==> src/rtl/alu_multiciclo.sv <==
// Multicycle ALU: single-cycle arithmetic/logic/compare/branch results, iterative shifts.
// Define ALU_SHIFT4_EN to shift 4 bits per cycle while at least 4 remain.
module alu_multiciclo #(
   parameter int W       = 32,
   parameter int SHAMT_W = $clog2(W)
) (
   input  logic               CLK,
   input  logic               RSTa,
   input  logic               start,
   input  logic [3:0]         ALUcontrol,
   input  logic [W-1:0]       A,
   input  logic [W-1:0]       B,
   output logic               busy,
   output logic               done,
   output logic [W-1:0]       resultado,
   output logic               zero
);

   localparam logic [3:0] OP_ADD  = 4'b0000;
   localparam logic [3:0] OP_OR   = 4'b0001;
   localparam logic [3:0] OP_AND  = 4'b0010;
   localparam logic [3:0] OP_BNE  = 4'b0011;
   localparam logic [3:0] OP_SLT  = 4'b0100;
   localparam logic [3:0] OP_SUB  = 4'b0111;
   localparam logic [3:0] OP_SLL  = 4'b1000;
   localparam logic [3:0] OP_XOR  = 4'b1001;
   localparam logic [3:0] OP_SRL  = 4'b1010;
   localparam logic [3:0] OP_LUI  = 4'b1100;
   localparam logic [3:0] OP_SLTU = 4'b1101;
   localparam logic [3:0] OP_SRA  = 4'b1110;
   localparam logic [3:0] OP_BEQ  = 4'b1111;

   typedef enum logic [1:0] {IDLE, SHIFT, FIN} state_t;

   state_t               state, state_nxt;
   logic [3:0]           op_p0;
   logic [W-1:0]         acc_p0;
   logic [SHAMT_W-1:0]   cnt_p0;

   logic                 accept, is_shift, launch_shift, launch_alu, last_step;
   logic [SHAMT_W-1:0]   shamt, step_amt, cnt_nxt;
   logic [W-1:0]         alu_res, acc_nxt;

   function automatic logic [W-1:0] alu_op(input logic [3:0] ctrl,
                                           input logic [W-1:0] a,
                                           input logic [W-1:0] b);
      logic signed [W-1:0] sa;
      logic signed [W-1:0] sb;
      logic [W-1:0]        r;
      sa = $signed(a);
      sb = $signed(b);
      r  = '0;
      case (ctrl)
         OP_ADD:  r = a + b;
         OP_SUB:  r = a - b;
         OP_OR:   r = a | b;
         OP_AND:  r = a & b;
         OP_XOR:  r = a ^ b;
         OP_SLT:  r = {{(W-1){1'b0}}, (sa < sb)};
         OP_SLTU: r = {{(W-1){1'b0}}, (a < b)};
         OP_LUI:  r = b;
         OP_BEQ:  r = a - b;
         OP_BNE:  r = {{(W-1){1'b0}}, (a == b)};
         // Shift codes only reach here with a zero shift amount.
         OP_SLL, OP_SRL, OP_SRA: r = a;
         default: r = '0;
      endcase
      return r;
   endfunction

   function automatic logic [W-1:0] shift_by(input logic [3:0] ctrl,
                                             input logic [W-1:0] v,
                                             input logic [SHAMT_W-1:0] n);
      logic signed [W-1:0] sv;
      logic [W-1:0]        r;
      sv = $signed(v);
      case (ctrl)
         OP_SLL:  r = v << n;
         OP_SRL:  r = v >> n;
         default: r = sv >>> n;
      endcase
      return r;
   endfunction

   assign busy     = (state == SHIFT);
   assign shamt    = B[SHAMT_W-1:0];
   assign is_shift = (ALUcontrol == OP_SLL) || (ALUcontrol == OP_SRL) ||
                     (ALUcontrol == OP_SRA);
   assign accept       = start && !busy;
   assign launch_shift = accept && is_shift && (shamt != '0);
   assign launch_alu   = accept && !launch_shift;
   assign alu_res      = alu_op(ALUcontrol, A, B);

`ifdef ALU_SHIFT4_EN
   assign step_amt = (cnt_p0 >= SHAMT_W'(4)) ? SHAMT_W'(4) : SHAMT_W'(1);
`else
   assign step_amt = SHAMT_W'(1);
`endif
   assign acc_nxt   = shift_by(op_p0, acc_p0, step_amt);
   assign cnt_nxt   = cnt_p0 - step_amt;
   assign last_step = (state == SHIFT) && (cnt_nxt == '0);

   always_ff @(posedge CLK or negedge RSTa) begin
      if (!RSTa) state <= IDLE;
      else       state <= state_nxt;
   end

   // FIN behaves like IDLE for acceptance so a start in the done cycle is taken.
   always_comb begin
      state_nxt = state;
      case (state)
         IDLE, FIN: state_nxt = launch_shift ? SHIFT : IDLE;
         SHIFT:     state_nxt = last_step ? FIN : SHIFT;
         default:   state_nxt = IDLE;
      endcase
   end

   always_ff @(posedge CLK or negedge RSTa) begin
      if (!RSTa) begin
         cnt_p0    <= '0;
         done      <= 1'b0;
         resultado <= '0;
         zero      <= 1'b1;
      end else begin
         done <= launch_alu || last_step;
         if (launch_shift)       cnt_p0 <= shamt;
         else if (state == SHIFT) cnt_p0 <= cnt_nxt;
         if (launch_alu) begin
            resultado <= alu_res;
            zero      <= (alu_res == '0);
         end else if (last_step) begin
            resultado <= acc_nxt;
            zero      <= (acc_nxt == '0);
         end
      end
   end

   // Operand capture and shift accumulator
   always_ff @(posedge CLK) begin
      if (launch_shift) begin
         acc_p0 <= A;
         op_p0  <= ALUcontrol;
      end else if (state == SHIFT) begin
         acc_p0 <= acc_nxt;
      end
   end

endmodule

==> config.mk <==
export PLATFORM = sky130hd
export DESIGN_NAME = alu_multiciclo
export DESIGN_NICKNAME = d
export VERILOG_FILES = /design/src/rtl/alu_multiciclo.sv
export SDC_FILE = /design/constraint.sdc
export NUM_CORES = 1
export LEC_CHECK = 0
export CAP_MARGIN = 20
export CORE_MARGIN = 3
export CORE_UTILIZATION = 27
export CTS_BUF_LIST = sky130_fd_sc_hd__clkbuf_4 sky130_fd_sc_hd__clkbuf_8
export DETAILED_ROUTE_END_ITERATION = 6
export GPL_TIMING_DRIVEN = 0
export HOLD_SLACK_MARGIN = 0.1
export PLACE_DENSITY = 0.58
export SYNTH_ARGS = -nofsm -noshare
export SYNTH_HDL_FRONTEND = slang
export SYNTH_SLANG_ARGS = --single-unit
==> constraint.sdc <==
create_clock -name CLK -period 3 [get_ports CLK]
set_input_delay 0.45 -clock CLK [delete_from_list [all_inputs] [get_ports CLK]]
set_output_delay 0.45 -clock CLK [all_outputs]
set_load 0.05 [all_outputs]
==> results.json <==
{
  "final_net_count": 1617,
  "total_power_mw": 7.01,
  "cts_num_sinks": 77,
  "yosys.area.top_type_share_pct": 13.7,
  "num_io_pins": 106,
  "floorplan.initialDensity_pct": 27.4,
  "grt_pass1_vias": 11100,
  "post-dp-hpwl_mm": 36.1,
  "synth_area_um2": 9780,
  "cap_viol_max_count": 0,
  "synth_compound_area_share_pct": 32.9,
  "placedCellCount": 1829,
  "timing_max_transition_violations_final": 0,
  "synthToLayoutAreaGrowth_pct": 39.3,
  "min_period_over_period_pct": 119,
  "hold_class": "input port to flop",
  "chip_height_um": 196,
  "avgSynthCellArea_um2": 7.77,
  "crit_required_ps": 3240,
  "timing_worst_slew_pin_value_ps": 1220,
  "library_cell_contributing_the_largest_single_delay_on_the_critical_path": "sky130_fd_sc_hd__fa_2",
  "drt_iter0_drc": 1352,
  "failed_checks": "negative setup slack",
  "post_route_cells_drive_above_1_share_pct": 26.5,
  "drtAntennaViolNets": 0,
  "pin_count_of_the_biggest_net_entering_global_routing": 30,
  "critPathMostFrequentCell": "sky130_fd_sc_hd__a221o_1",
  "cellLeakagePower_nw": 5.49,
  "netlist.top_cell.by_area": "sky130_fd_sc_hd__ha_1",
  "critical_path.startpoint_type": "input port",
  "utilization_pct": 38.2,
  "setup_viol_count_final": 9,
  "ys_seq_area_share_pct": 21.6,
  "detailroute.via_count": 11500,
  "gr-usage-all-layers_pct": 23.6,
  "num_antenna_cells": 0,
  "r2r_slack_ps": -220,
  "worst_path_largest_cell_delay_ps": 410,
  "postSynth.topFlopCell": "sky130_fd_sc_hd__dfrtp_1",
  "chip_width_um": 196,
  "clk_pin_slew_worst_paths_ps": 100,
  "placementRows": 69,
  "yosys_warnings": 0,
  "mux_contribution_to_synthesized_area_pct": 3.93,
  "core_region_area_um2": 35700,
  "rsz0062_at_grt": "true",
  "vdd.ir_drop.worst_v": 0.000247,
  "synthTopCellsByCount": "sky130_fd_sc_hd__nor2_1, sky130_fd_sc_hd__a21oi_1, sky130_fd_sc_hd__ha_1",
  "detail_route.vias_per_cell": 6.03,
  "ys_ff_latch": 77,
  "synth-async-reset-ratio_pct": 53.2,
  "r2r_end": "zero",
  "floorplan.die_area_um2": 38500,
  "outcome": "complete, but fails checks",
  "critical_path.cell_chain": "buf_12, inv_12, ha_4, inv_2, fa_2, nand2b_4, a211oi_4, o311a_4, nor4_4, nor2_4, a221o_1, a211oi_2, nor3_2, mux2_4, a211o_1, a221o_1",
  "syn-num-nets": 1438,
  "worst_r2r_startpoint": "op_p0[0]",
  "route.detailed.drc": 0,
  "gp_routability_congestion": 0.995,
  "drt_pass1_iterations": 6,
  "routed_wire_length_per_instance_um": 25.0,
  "grt_pass1_wl_mm": 70.1,
  "finalInstanceArea_um2": 13600,
  "timing.slew.headroom_pct": 18.4,
  "hold-worst-slack_ps": 342,
  "netlist_top_cells_area": "sky130_fd_sc_hd__ha_1, sky130_fd_sc_hd__edfxtp_1, sky130_fd_sc_hd__dfrtp_1",
  "placed_cell_area_um2": 11600,
  "post-synth-top-count-cell": "sky130_fd_sc_hd__nor2_1",
  "wirelength_mm": 47.5,
  "power_density_nw_per_um2": 514,
  "final.setup_skew_ps": 20.9,
  "final_period_demand_of_the_worst_path_ps": 3570,
  "timing.critical_path.arrival_ps": 3810,
  "final_hold_viol_count": 0,
  "cts_tree": "yes",
  "hold_path_end": "cnt_p0[0]",
  "finalWorstSetupSlack_ps": -570,
  "clock_tree.htree_level_count": 3,
  "synth_cells": 1258,
  "min_from": "B[0]",
  "cts_made_buffers": 9,
  "critPathMaxFanout": 4,
  "synth_simple_gate_area_share_pct": 19.4,
  "clk_root_buffer_cell": "sky130_fd_sc_hd__clkbuf_8",
  "synth_enable_flop_cells": 36,
  "netlist-cell-type-count": 90,
  "synth_xor_xnor_area_share_pct": 0.716,
  "crit_path_end_kind": "flop",
  "highest_clock_rate_mhz": 280,
  "main_combinational_cell_family_by_area_after_synthesis": "compound AO/OA/AOI/OAI gates",
  "layout.cells.non_filler": 1903,
  "timing_worst_setup_path_type": "input port to flop",
  "clock_latency_ps": 370,
  "grt_antenna_before_repair": 0,
  "synth_adder_area_share_pct": 14.1,
  "max-clock-path-buffers": 2,
  "timing.hold.worst_path_depth": 3,
  "grt_overflow": 0,
  "reg2regPathDepth": 11,
  "port-buffer-count": 105
}
==> layout by cell type, fill, tap and decap left out, types with 23 or more instances in the layout <==
master / synthesis / layout
sky130_fd_sc_hd__a21oi_1: 111 / 92
sky130_fd_sc_hd__a221o_1: 26 / 26
sky130_fd_sc_hd__buf_4: 1 / 77
sky130_fd_sc_hd__clkdlybuf4s50_1: 0 / 47
sky130_fd_sc_hd__dfrtp_1: 40 / 40
sky130_fd_sc_hd__edfxtp_1: 36 / 36
sky130_fd_sc_hd__ha_1: 107 / 84
sky130_fd_sc_hd__inv_1: 99 / 78
sky130_fd_sc_hd__mux2i_1: 35 / 35
sky130_fd_sc_hd__nand2_1: 85 / 83
sky130_fd_sc_hd__nor2_1: 122 / 112
sky130_fd_sc_hd__o21ai_0: 56 / 43
sky130_fd_sc_hd__o221ai_1: 26 / 23
==> cells by family after synthesis <==
kind of cell | after synthesis
xor gates and xnor gates | 8
DFF | 77
muxes | 38
buffers and inverters | 189
and+or+nand+nor | 383
AOI/OAI and AO/OA | 454
adders and majority gates | 109
==> cell type report <==
class | instances | area [um2]
multi-input cells | 992 | 8150
clock inverters | 6 | 71.3
plain buffers | 74 | 512
inverters | 105 | 432
clock buffers | 10 | 131
flip-flops and latches | 77 | 2110
repair buffers | 178 | 1650
well taps | 461 | 577
fillers | 3656 | 22000
==> worst max-delay path by stage <==
stage / from / slack [ps] / end / cells past startpoint
floorplan: A[0] / -520 / resultado[30] / 15
global placement: ALUcontrol[2] / -2660 / zero / 13
detailed placement: ALUcontrol[2] / -2540 / zero / 12
CTS: A[0] / -610 / resultado[30] / 16
global route: ALUcontrol[0] / -620 / zero / 14
finish: A[0] / -570 / resultado[30] / 16
==> through the flow <==
step	TNS [ps]	worst slack, ps
6_report	-1930	-570
5_1_grt	-4410	-617
4_1_cts	-1750	-609
3_5_place_dp	-74550	-2540
3_3_place_gp	-106100	-2660
2_1_floorplan	-1130	-519
==> power breakdown <==
| group | switching, mW | internal, mW |
|---|---|---|
| sequential | 0.279 | 1.66 |
| clock | 0.412 | 0.401 |
| combinational | 2.70 | 1.56 |
==> flip-flops by register name, indices dropped and copies added (netlist names) <==
signal and cells:
acc_p0 32, resultado 32, cnt_p0 5, op_p0 4, state 2, done 1
zero 1
==> metal layers <==
metal | part of all wire, % | GRT usage [%] | vias to the layer above
met3 | 9.1 | 3.69 | 111
met5 | 0 | 0 | -
li1 | - | - | 5098
met2 | 45 | 38.6 | 630
met1 | 42 | 32.1 | 5635
met4 | 3.6 | 7.39 | 0
==> worst max-delay path, delay by kind of cell <==
family / cells / cell delay (ps)
AOI/OAI and AO/OA: 6 / 1780
adders and majority gates: 2 / 530
and+or+nand+nor: 4 / 520
buffers and inverters: 3 / 210
muxes: 1 / 300
==> timing repair <==
item / 4_1_cts / 5_1_grt
resized for setup: 497 / 83
hold endpoints to repair: 12 / 0
pin swaps: 63 / 41
endpoints found under the setup margin: 49 / 54
hold buffers: 1 / 0
cloned: 0 / 0
buffers inserted: 46 / 22
No activity file was read; power rests on OpenSTA's default activity.
